**src/rtl/mem_bus_arbiter.sv**
```systemverilog
// Two-port (fetch/execute) arbiter and IDLE/BUSY/DONE sequencer for the shared memory bus.
// Every bus value is latched at grant time; each transaction ends with a timeout or with mem_ready.
module mem_bus_arbiter #(
  parameter int ADDR_W  = 8,
  parameter int DATA_W  = 8,
  parameter bit RR_EN   = 1'b1,
  parameter int TIMEOUT = 16
) (
  input  logic              clk,
  input  logic              rst,
  input  logic              f_req,
  input  logic [ADDR_W-1:0] f_addr,
  output logic              f_ready,
  output logic [DATA_W-1:0] f_rdata,
  output logic              f_err,
  input  logic              e_req,
  input  logic              e_we,
  input  logic [ADDR_W-1:0] e_addr,
  input  logic [DATA_W-1:0] e_wdata,
  output logic              e_ready,
  output logic [DATA_W-1:0] e_rdata,
  output logic              e_err,
  output logic              mem_req,
  output logic              mem_we,
  output logic [ADDR_W-1:0] mem_addr,
  output logic [DATA_W-1:0] mem_wdata,
  input  logic [DATA_W-1:0] mem_rdata,
  input  logic              mem_ready,
  output logic [1:0]        grant
);

  localparam int CNT_W = (TIMEOUT > 0) ? $clog2(TIMEOUT + 1) : 1;
  localparam logic [CNT_W-1:0] CNT_LAST = (TIMEOUT > 0) ? CNT_W'(TIMEOUT - 1) : '0;

  typedef enum logic [1:0] {IDLE, BUSY, DONE} state_t;

  state_t            state, state_nxt;
  logic              last_e, last_e_nxt;
  logic [CNT_W-1:0]  cnt, cnt_nxt;
  logic              mem_req_nxt, mem_we_nxt;
  logic [ADDR_W-1:0] mem_addr_nxt;
  logic [DATA_W-1:0] mem_wdata_nxt;
  logic [1:0]        grant_nxt;
  logic              f_ready_nxt, f_err_nxt, e_ready_nxt, e_err_nxt;
  logic [DATA_W-1:0] f_rdata_nxt, e_rdata_nxt;
  logic              pick_e, tmo, finish;
  logic [DATA_W-1:0] cap_data;

  always_comb begin
    state_nxt     = state;
    last_e_nxt    = last_e;
    cnt_nxt       = cnt;
    mem_req_nxt   = mem_req;
    mem_we_nxt    = mem_we;
    mem_addr_nxt  = mem_addr;
    mem_wdata_nxt = mem_wdata;
    grant_nxt     = grant;
    f_ready_nxt   = 1'b0;
    f_err_nxt     = 1'b0;
    e_ready_nxt   = 1'b0;
    e_err_nxt     = 1'b0;
    f_rdata_nxt   = f_rdata;
    e_rdata_nxt   = e_rdata;
    // On contention E wins unless round-robin says F is due (E was served last).
    pick_e   = e_req && (!f_req || !RR_EN || !last_e);
    // A mem_ready arriving in the timeout cycle still counts as a normal completion.
    tmo      = (TIMEOUT != 0) && (cnt == CNT_LAST) && !mem_ready;
    finish   = mem_ready || tmo;
    cap_data = mem_ready ? mem_rdata : '0;

    case (state)
      IDLE: begin
        if (f_req || e_req) begin
          mem_addr_nxt  = pick_e ? e_addr : f_addr;
          mem_we_nxt    = pick_e && e_we;
          mem_wdata_nxt = pick_e ? e_wdata : '0;
          mem_req_nxt   = 1'b1;
          grant_nxt     = pick_e ? 2'b10 : 2'b01;
          last_e_nxt    = pick_e;
          cnt_nxt       = '0;
          state_nxt     = BUSY;
        end
      end
      BUSY: begin
        if (cnt != '1) cnt_nxt = cnt + CNT_W'(1);
        if (finish) begin
          if (grant[1]) begin
            e_rdata_nxt = cap_data;
            e_ready_nxt = 1'b1;
            e_err_nxt   = tmo;
          end else begin
            f_rdata_nxt = cap_data;
            f_ready_nxt = 1'b1;
            f_err_nxt   = tmo;
          end
          mem_req_nxt = 1'b0;
          mem_we_nxt  = 1'b0;
          state_nxt   = DONE;
        end
      end
      DONE: begin
        grant_nxt = 2'b00;
        state_nxt = IDLE;
      end
      default: state_nxt = IDLE;
    endcase
  end

  always_ff @(posedge clk or posedge rst) begin
    if (rst) begin
      state     <= IDLE;
      last_e    <= 1'b1;
      cnt       <= '0;
      mem_req   <= 1'b0;
      mem_we    <= 1'b0;
      mem_addr  <= '0;
      mem_wdata <= '0;
      grant     <= 2'b00;
      f_ready   <= 1'b0;
      f_err     <= 1'b0;
      f_rdata   <= '0;
      e_ready   <= 1'b0;
      e_err     <= 1'b0;
      e_rdata   <= '0;
    end else begin
      state     <= state_nxt;
      last_e    <= last_e_nxt;
      cnt       <= cnt_nxt;
      mem_req   <= mem_req_nxt;
      mem_we    <= mem_we_nxt;
      mem_addr  <= mem_addr_nxt;
      mem_wdata <= mem_wdata_nxt;
      grant     <= grant_nxt;
      f_ready   <= f_ready_nxt;
      f_err     <= f_err_nxt;
      f_rdata   <= f_rdata_nxt;
      e_ready   <= e_ready_nxt;
      e_err     <= e_err_nxt;
      e_rdata   <= e_rdata_nxt;
    end
  end

endmodule

```
**config.mk**
```make
export PLATFORM = sky130hd
export DESIGN_NAME = mem_bus_arbiter
export DESIGN_NICKNAME = d
export VERILOG_FILES = /design/src/rtl/mem_bus_arbiter.sv
export SDC_FILE = /design/constraint.sdc
export NUM_CORES = 1
export LEC_CHECK = 0
export BUFFER_PORTS_ARGS = -buffer_cell sky130_fd_sc_hd__buf_2
export CAP_MARGIN = 30
export CELL_PAD_IN_SITES_DETAIL_PLACEMENT = 0
export CELL_PAD_IN_SITES_GLOBAL_PLACEMENT = 2
export CORE_AREA = 2 2 83 85
export DETAILED_ROUTE_END_ITERATION = 6
export DIE_AREA = 0 0 85 87
export PLACE_DENSITY = 0.92
export RECOVER_POWER = 25
export SETUP_SLACK_MARGIN = 0.02
export SLEW_MARGIN = 20
export SYNTH_ARGS = -nofsm -noshare
export SYNTH_HDL_FRONTEND = slang
export SYNTH_SLANG_ARGS = --single-unit
```
**constraint.sdc**
```tcl
create_clock -name clk -period 3.1 [get_ports clk]
set_input_delay 0 -clock clk [delete_from_list [all_inputs] [get_ports clk]]
set_output_delay 0 -clock clk [all_outputs]
set_load 0.02 [all_outputs]
```
# After elaboration in Yosys (flattened, before gate mapping)
# Cells that the tools add are included.
# word_totals
input_bits	38
output_inout_bits	40
register_bits	48
elab_cells	71
# classes
n_eq_ne	7
n_mux	29
bitwise	1
addsub	1
reduce_logical	19
# ops
cell	n
two-way mux 8 bit	3
two-way mux 1 bit	15
AND reduction 3 bit	4
two-way mux 5 bit	2
one-hot mux 5 bit (2 select lines)	1
two-way mux 2 bit	4
one-hot mux 2 bit (2 select lines)	2
inequality test 2 bit (second input constant)	3
AND reduction 2 bit	3
adder 5 x 1 -> 5 bit (second input constant)	1
equality test 5 x 4 -> 1 bit (second input constant)	1
inequality test 5 bit (second input constant)	1
one-hot mux 1 bit (2 select lines)	2
nonzero test 2 bit	2
logical AND 1 bit	3
zero test 1 bit	3
logical OR 1 bit	3
equality test 2 x 1 -> 1 bit (second input constant)	1
equality test 2 bit (second input constant)	1
zero test 2 bit	1
NOT 1 bit	1

# Longest topological paths before layout
# logic_depth
depth_word	6
mapped_depth	7
mapped_depth_nobuf	6

# Least setup slack after synthesis
# OpenSTA, ideal clock, no wires.
# synth_timing
kind	register to register
from	register cnt[0]
to	register cnt[3]
stages_incl_launch_ff	6
n_path_buf	0
setup_time_ns	0.077
setup_slack_ns	1.395
synth_period_minus_slack_ns	1.705
t_arrival_ns	1.627
t_required_ns	3.023
path_cell_list	dfrtp_1 > ha_1 > and3_1 > ha_1 > or4_1 > a21oi_1
# synth_between
elab_chain_cells	3
word_cells_on_any_way	6
cone_classes	add/sub: 1; eq/ne: 2; mux: 2; reduce/logical: 1
# synth_rtl
element	line_no	source
start, declared	39	logic [CNT_W-1:0] cnt, cnt_nxt;
start signal, assigned	128	cnt <= cnt_nxt;
adder 5 x 1 -> 5 bit or inequality test 5 bit (tied branches)	85	if (cnt != '1) cnt_nxt = cnt + CNT_W'(1);
two-way mux 5 bit or inequality test 2 bit (tied branches)	n/a	
one-hot mux 5 bit (2 select lines) or AND reduction 3 bit (tied branches)	n/a	
# Parallel ways exist; a longest one is shown, timed or not. The select of a mux whose other input is x is not followed.
# A chain may end at the register's enable or synchronous reset.

# Worst setup path after layout
# layout_timing
from	register state[1]
to	register mem_addr[7]
# layout_between
elab_chain_cells	2
# layout_rtl
element	line_no	source
start, declared	37	state_t state, state_nxt;
start signal, assigned	126	state <= state_nxt;
zero test 2 bit	71	case (state)
AND reduction 2 bit (no source line)	n/a	
end signal, assigned	131	mem_addr <= mem_addr_nxt;
end, declared	25	output logic [ADDR_W-1:0] mem_addr,
# No other way between the ends.

==> flow_summary.rst <==
.. list-table::
   :header-rows: 1

   * - Metric
     - Value
   * - Run status
     - finished with violations
   * - Violated checks
     - max-capacitance violations, max-slew violations
   * - Remaining routing DRC violations
     - 0
   * - Gp weighted congestion
     - 0.691
   * - Setup Total Neg Slack
     - 0 ps
   * - Area of the die
     - 0.00740 mm²
   * - Post-route cell area
     - 0.00283 mm²
   * - Worst min-delay path endpoint
     - mem_addr[4]
   * - Avg Cell Area, Syn
     - 12.5 µm²
   * - Skew final
     - 7.31 ps
   * - Number of antenna violations at the first check in global routing
     - 0
   * - Per-cell via count in the routed design
     - 4.81
   * - Die Wd
     - 85 µm
   * - Area delta synth->final
     - 41.5%
   * - Total power of the final layout
     - 2.67 mW
   * - Clk slew on worst S/H paths
     - 90 ps
   * - Max-slew violations
     - 29
   * - Global-route wire length before repair
     - 7980 µm
   * - Grt ovf
     - 0
   * - Endpoint of the worst-slack reg-to-reg timing path
     - mem_addr[7]
   * - WL final
     - 4820 µm
   * - Starting density of the core
     - 0.305
   * - Primary FF master, synth
     - sky130_fd_sc_hd__dfrtp_1
   * - I/O pins
     - 78
   * - Row count
     - 30
   * - Area taken by flip-flops and latches
     - 0.00120 mm²
   * - Worst hold path cell count
     - 3
   * - Synth warn
     - 0
   * - Maximum achievable frequency
     - 407 MHz
   * - Critical path required time
     - 3340 ps
   * - Launching element type of the critical path
     - register
   * - Async S/R FF share, synth
     - 1.00
   * - Standard cell area after detailed placement
     - 0.00245 mm²
   * - Post-synth top area share
     - 0.588
   * - Post-synth cell types
     - 38
   * - Number of global-route vias before repair
     - 1674
   * - Net count after synthesis
     - 201
   * - Lkg Pwr
     - 1.41 nW
   * - Area contributors post-synth
     - sky130_fd_sc_hd__dfrtp_1, sky130_fd_sc_hd__a22o_1, sky130_fd_sc_hd__a2bb2oi_1
   * - Count of port buffers added during placement
     - 77
   * - Clock latency of the later-clocked register in the worst-skew pair
     - 300 ps
   * - Root cell of the clock tree
     - sky130_fd_sc_hd__clkbuf_8
   * - Class of the worst hold path
     - input pin to register
   * - Proportion of synthesized chip area in sequential cells
     - 0.601
   * - Count of buffers added by post-CTS timing repair for setup
     - 0
   * - Category of the most critical setup path
     - register to register
   * - Die Ht
     - 87 µm
   * - Number of DRC violations after detailed-routing iteration 0
     - 29
   * - Final Critical Period
     - 2450 ps
   * - Worst r2r path cells
     - 4
   * - MaxCap Viol Count
     - 1
   * - Post-DRT Antenna Nets
     - 0
   * - Total clock buffers created by CTS
     - 5
   * - # setup viols final
     - 0
   * - Element type at the critical path end
     - register
   * - Worst path arrival time
     - 2690 ps
   * - Number of detailed-route iterations in the first pass
     - 4
   * - Post-layout net count
     - 307
   * - Layout Utilization
     - 0.431
   * - Maximum number of pins on one net before global-route repair
     - 29
   * - Detailed placer's ending HPWL
     - 3220 µm
   * - Number of flops mapped to enable cells by yosys
     - 0
   * - Beginning of the worst register-to-register path
     - state[1]
   * - Maximum ir drop on the vdd rail
     - 0.000398 V
   * - Synth Register Bits
     - 48
   * - Count of clock tree sinks
     - 48
   * - Routed wire per std cell
     - 13.9 µm
   * - Largest fanout on the critical path
     - 14
   * - Area leader, netlist
     - sky130_fd_sc_hd__dfrtp_1
   * - Maximum root-to-sink buffer count
     - 2
   * - Area taken by multi-input logic gates
     - 702 µm²
   * - # fillers
     - 628
   * - Worst hold slack
     - 6.31 ps
   * - Area of the core
     - 0.00657 mm²
   * - Register-to-register setup slack
     - 650 ps
   * - Actual transition at the worst max-transition pin
     - 1570 ps
   * - Total inserted antenna cells
     - 0
   * - Via count of the routed design
     - 1670
   * - Hold Violations, Final
     - 0
   * - Startpoint of the worst hold path
     - e_addr[4]
   * - Unrepaired setup endpoints after global routing
     - false
   * - Maximum level of the CTS H-tree
     - 2
   * - Relative slew slack
     - -0.0467
   * - Gate count after technology mapping
     - 160
   * - Post-synth design cell area
     - 0.00200 mm²
   * - Commonest cells in the synthesized netlist
     - sky130_fd_sc_hd__dfrtp_1, sky130_fd_sc_hd__a22o_1, sky130_fd_sc_hd__nand2_1, sky130_fd_sc_hd__a2bb2oi_1
   * - Most used standard cell by instance count after synthesis
     - sky130_fd_sc_hd__dfrtp_1
   * - Share of layout cells above drive strength 1
     - 0.337
   * - Clock tree from TritonCTS
     - done
   * - Cell area power density
     - 943 mW/mm²
   * - GRT Total Usage
     - 0.133
   * - Final Cycle Share
     - 0.792
==> repair_timing <==
action / 4_1_cts / 5_1_grt
hold buffers: 31 / 0
resized for setup: 0 / 0
endpoints found under the hold margin: 53 / 0
==> critical path, cell delays in order, from the launching register on <==
cell                            delay [ps]
sky130_fd_sc_hd__dfrtp_1               460
sky130_fd_sc_hd__or2_1                 430
sky130_fd_sc_hd__nor2_1                740
sky130_fd_sc_hd__a2bb2oi_1             200
sky130_fd_sc_hd__dlygate4sd3_1         560
==> worst max-delay path by stage <==
stage / slack, ps / from / to
detailed placement: 1150 / state[1] / mem_addr[3]
finish: 650 / state[1] / mem_addr[7]
global placement: 1220 / state[1] / grant[1]
global route: 430 / rst / mem_req
floorplan: 1400 / cnt[0] / cnt[3]
CTS: 630 / state[1] / mem_addr[7]
==> sequential cells by signal, indices dropped and copies added (netlist names), 2 cells and up <==
| signal | flops |
|---|---|
| cnt | 5 |
| e_rdata | 8 |
| f_rdata | 8 |
| grant | 2 |
| mem_addr | 8 |
| mem_wdata | 8 |
| state | 2 |
==> cells in the final DEF, fill, tap and decap left out, types with 2 or more instances in the layout <==
cell type,instances
sky130_fd_sc_hd__a211oi_1,8
sky130_fd_sc_hd__a21o_1,2
sky130_fd_sc_hd__a22o_1,24
sky130_fd_sc_hd__a2bb2oi_1,9
sky130_fd_sc_hd__and3_1,2
sky130_fd_sc_hd__buf_2,73
sky130_fd_sc_hd__clkbuf_1,5
sky130_fd_sc_hd__clkbuf_8,6
sky130_fd_sc_hd__dfrtp_1,47
sky130_fd_sc_hd__dlygate4sd3_1,31
sky130_fd_sc_hd__ha_1,3
sky130_fd_sc_hd__inv_1,8
sky130_fd_sc_hd__nand2_1,11
sky130_fd_sc_hd__nand2b_1,2
sky130_fd_sc_hd__nor2_1,6
sky130_fd_sc_hd__o21ai_0,2
sky130_fd_sc_hd__o31ai_1,2
sky130_fd_sc_hd__or2_1,2
==> layer usage <==
layer | GRT usage | share of wire | vias to the layer above | wire length [µm]
li1 | - | - | 800 | -
met1 | 0.171 | 0.46 | 811 | 2210
met3 | 0.0389 | 0.059 | 6 | 286
met2 | 0.222 | 0.47 | 53 | 2290
met5 | 0 | 0 | - | 0
met4 | 0.0346 | 0.0071 | 0 | 34
==> final cells by class <==
class                      count  share of cell area
tap                           80              0.0353
sequential                    48               0.424
clock inverter                 2             0.00486
multi-input combinational     93               0.248
clock buffer                   6              0.0292
inverter                       8              0.0106
timing repair buffer         110               0.248
==> cells by family (layout without fill, tap and decap cells) <==
family / count (synthesis) / after routing / share of synthesized area
buffers and inverters: 19 / 126 / 0.0487
muxes: 1 / 1 / 0.00500
AOI/OAI and AO/OA: 55 / 55 / 0.231
DFF: 48 / 48 / 0.601
and+or+nand+nor: 33 / 33 / 0.0919
adders and majority gates: 3 / 3 / 0.0188
xor gates and xnor gates: 1 / 1 / 0.00438
==> metrics by stage <==
step | setup slack, ps | std cells
after floorplan | 1400 | 160
after global placement | 1220 | 307
after detailed placement | 1150 | 308
after CTS | 632 | 347
after global routing | 425 | 347
final | 646 | 347
==> report_power, final <==
group          internal (mW)  switching [mW]
Combinational          0.532           0.689
Sequential             0.894           0.163
Clock                  0.183           0.211
(Power assumes the default switching activity.)
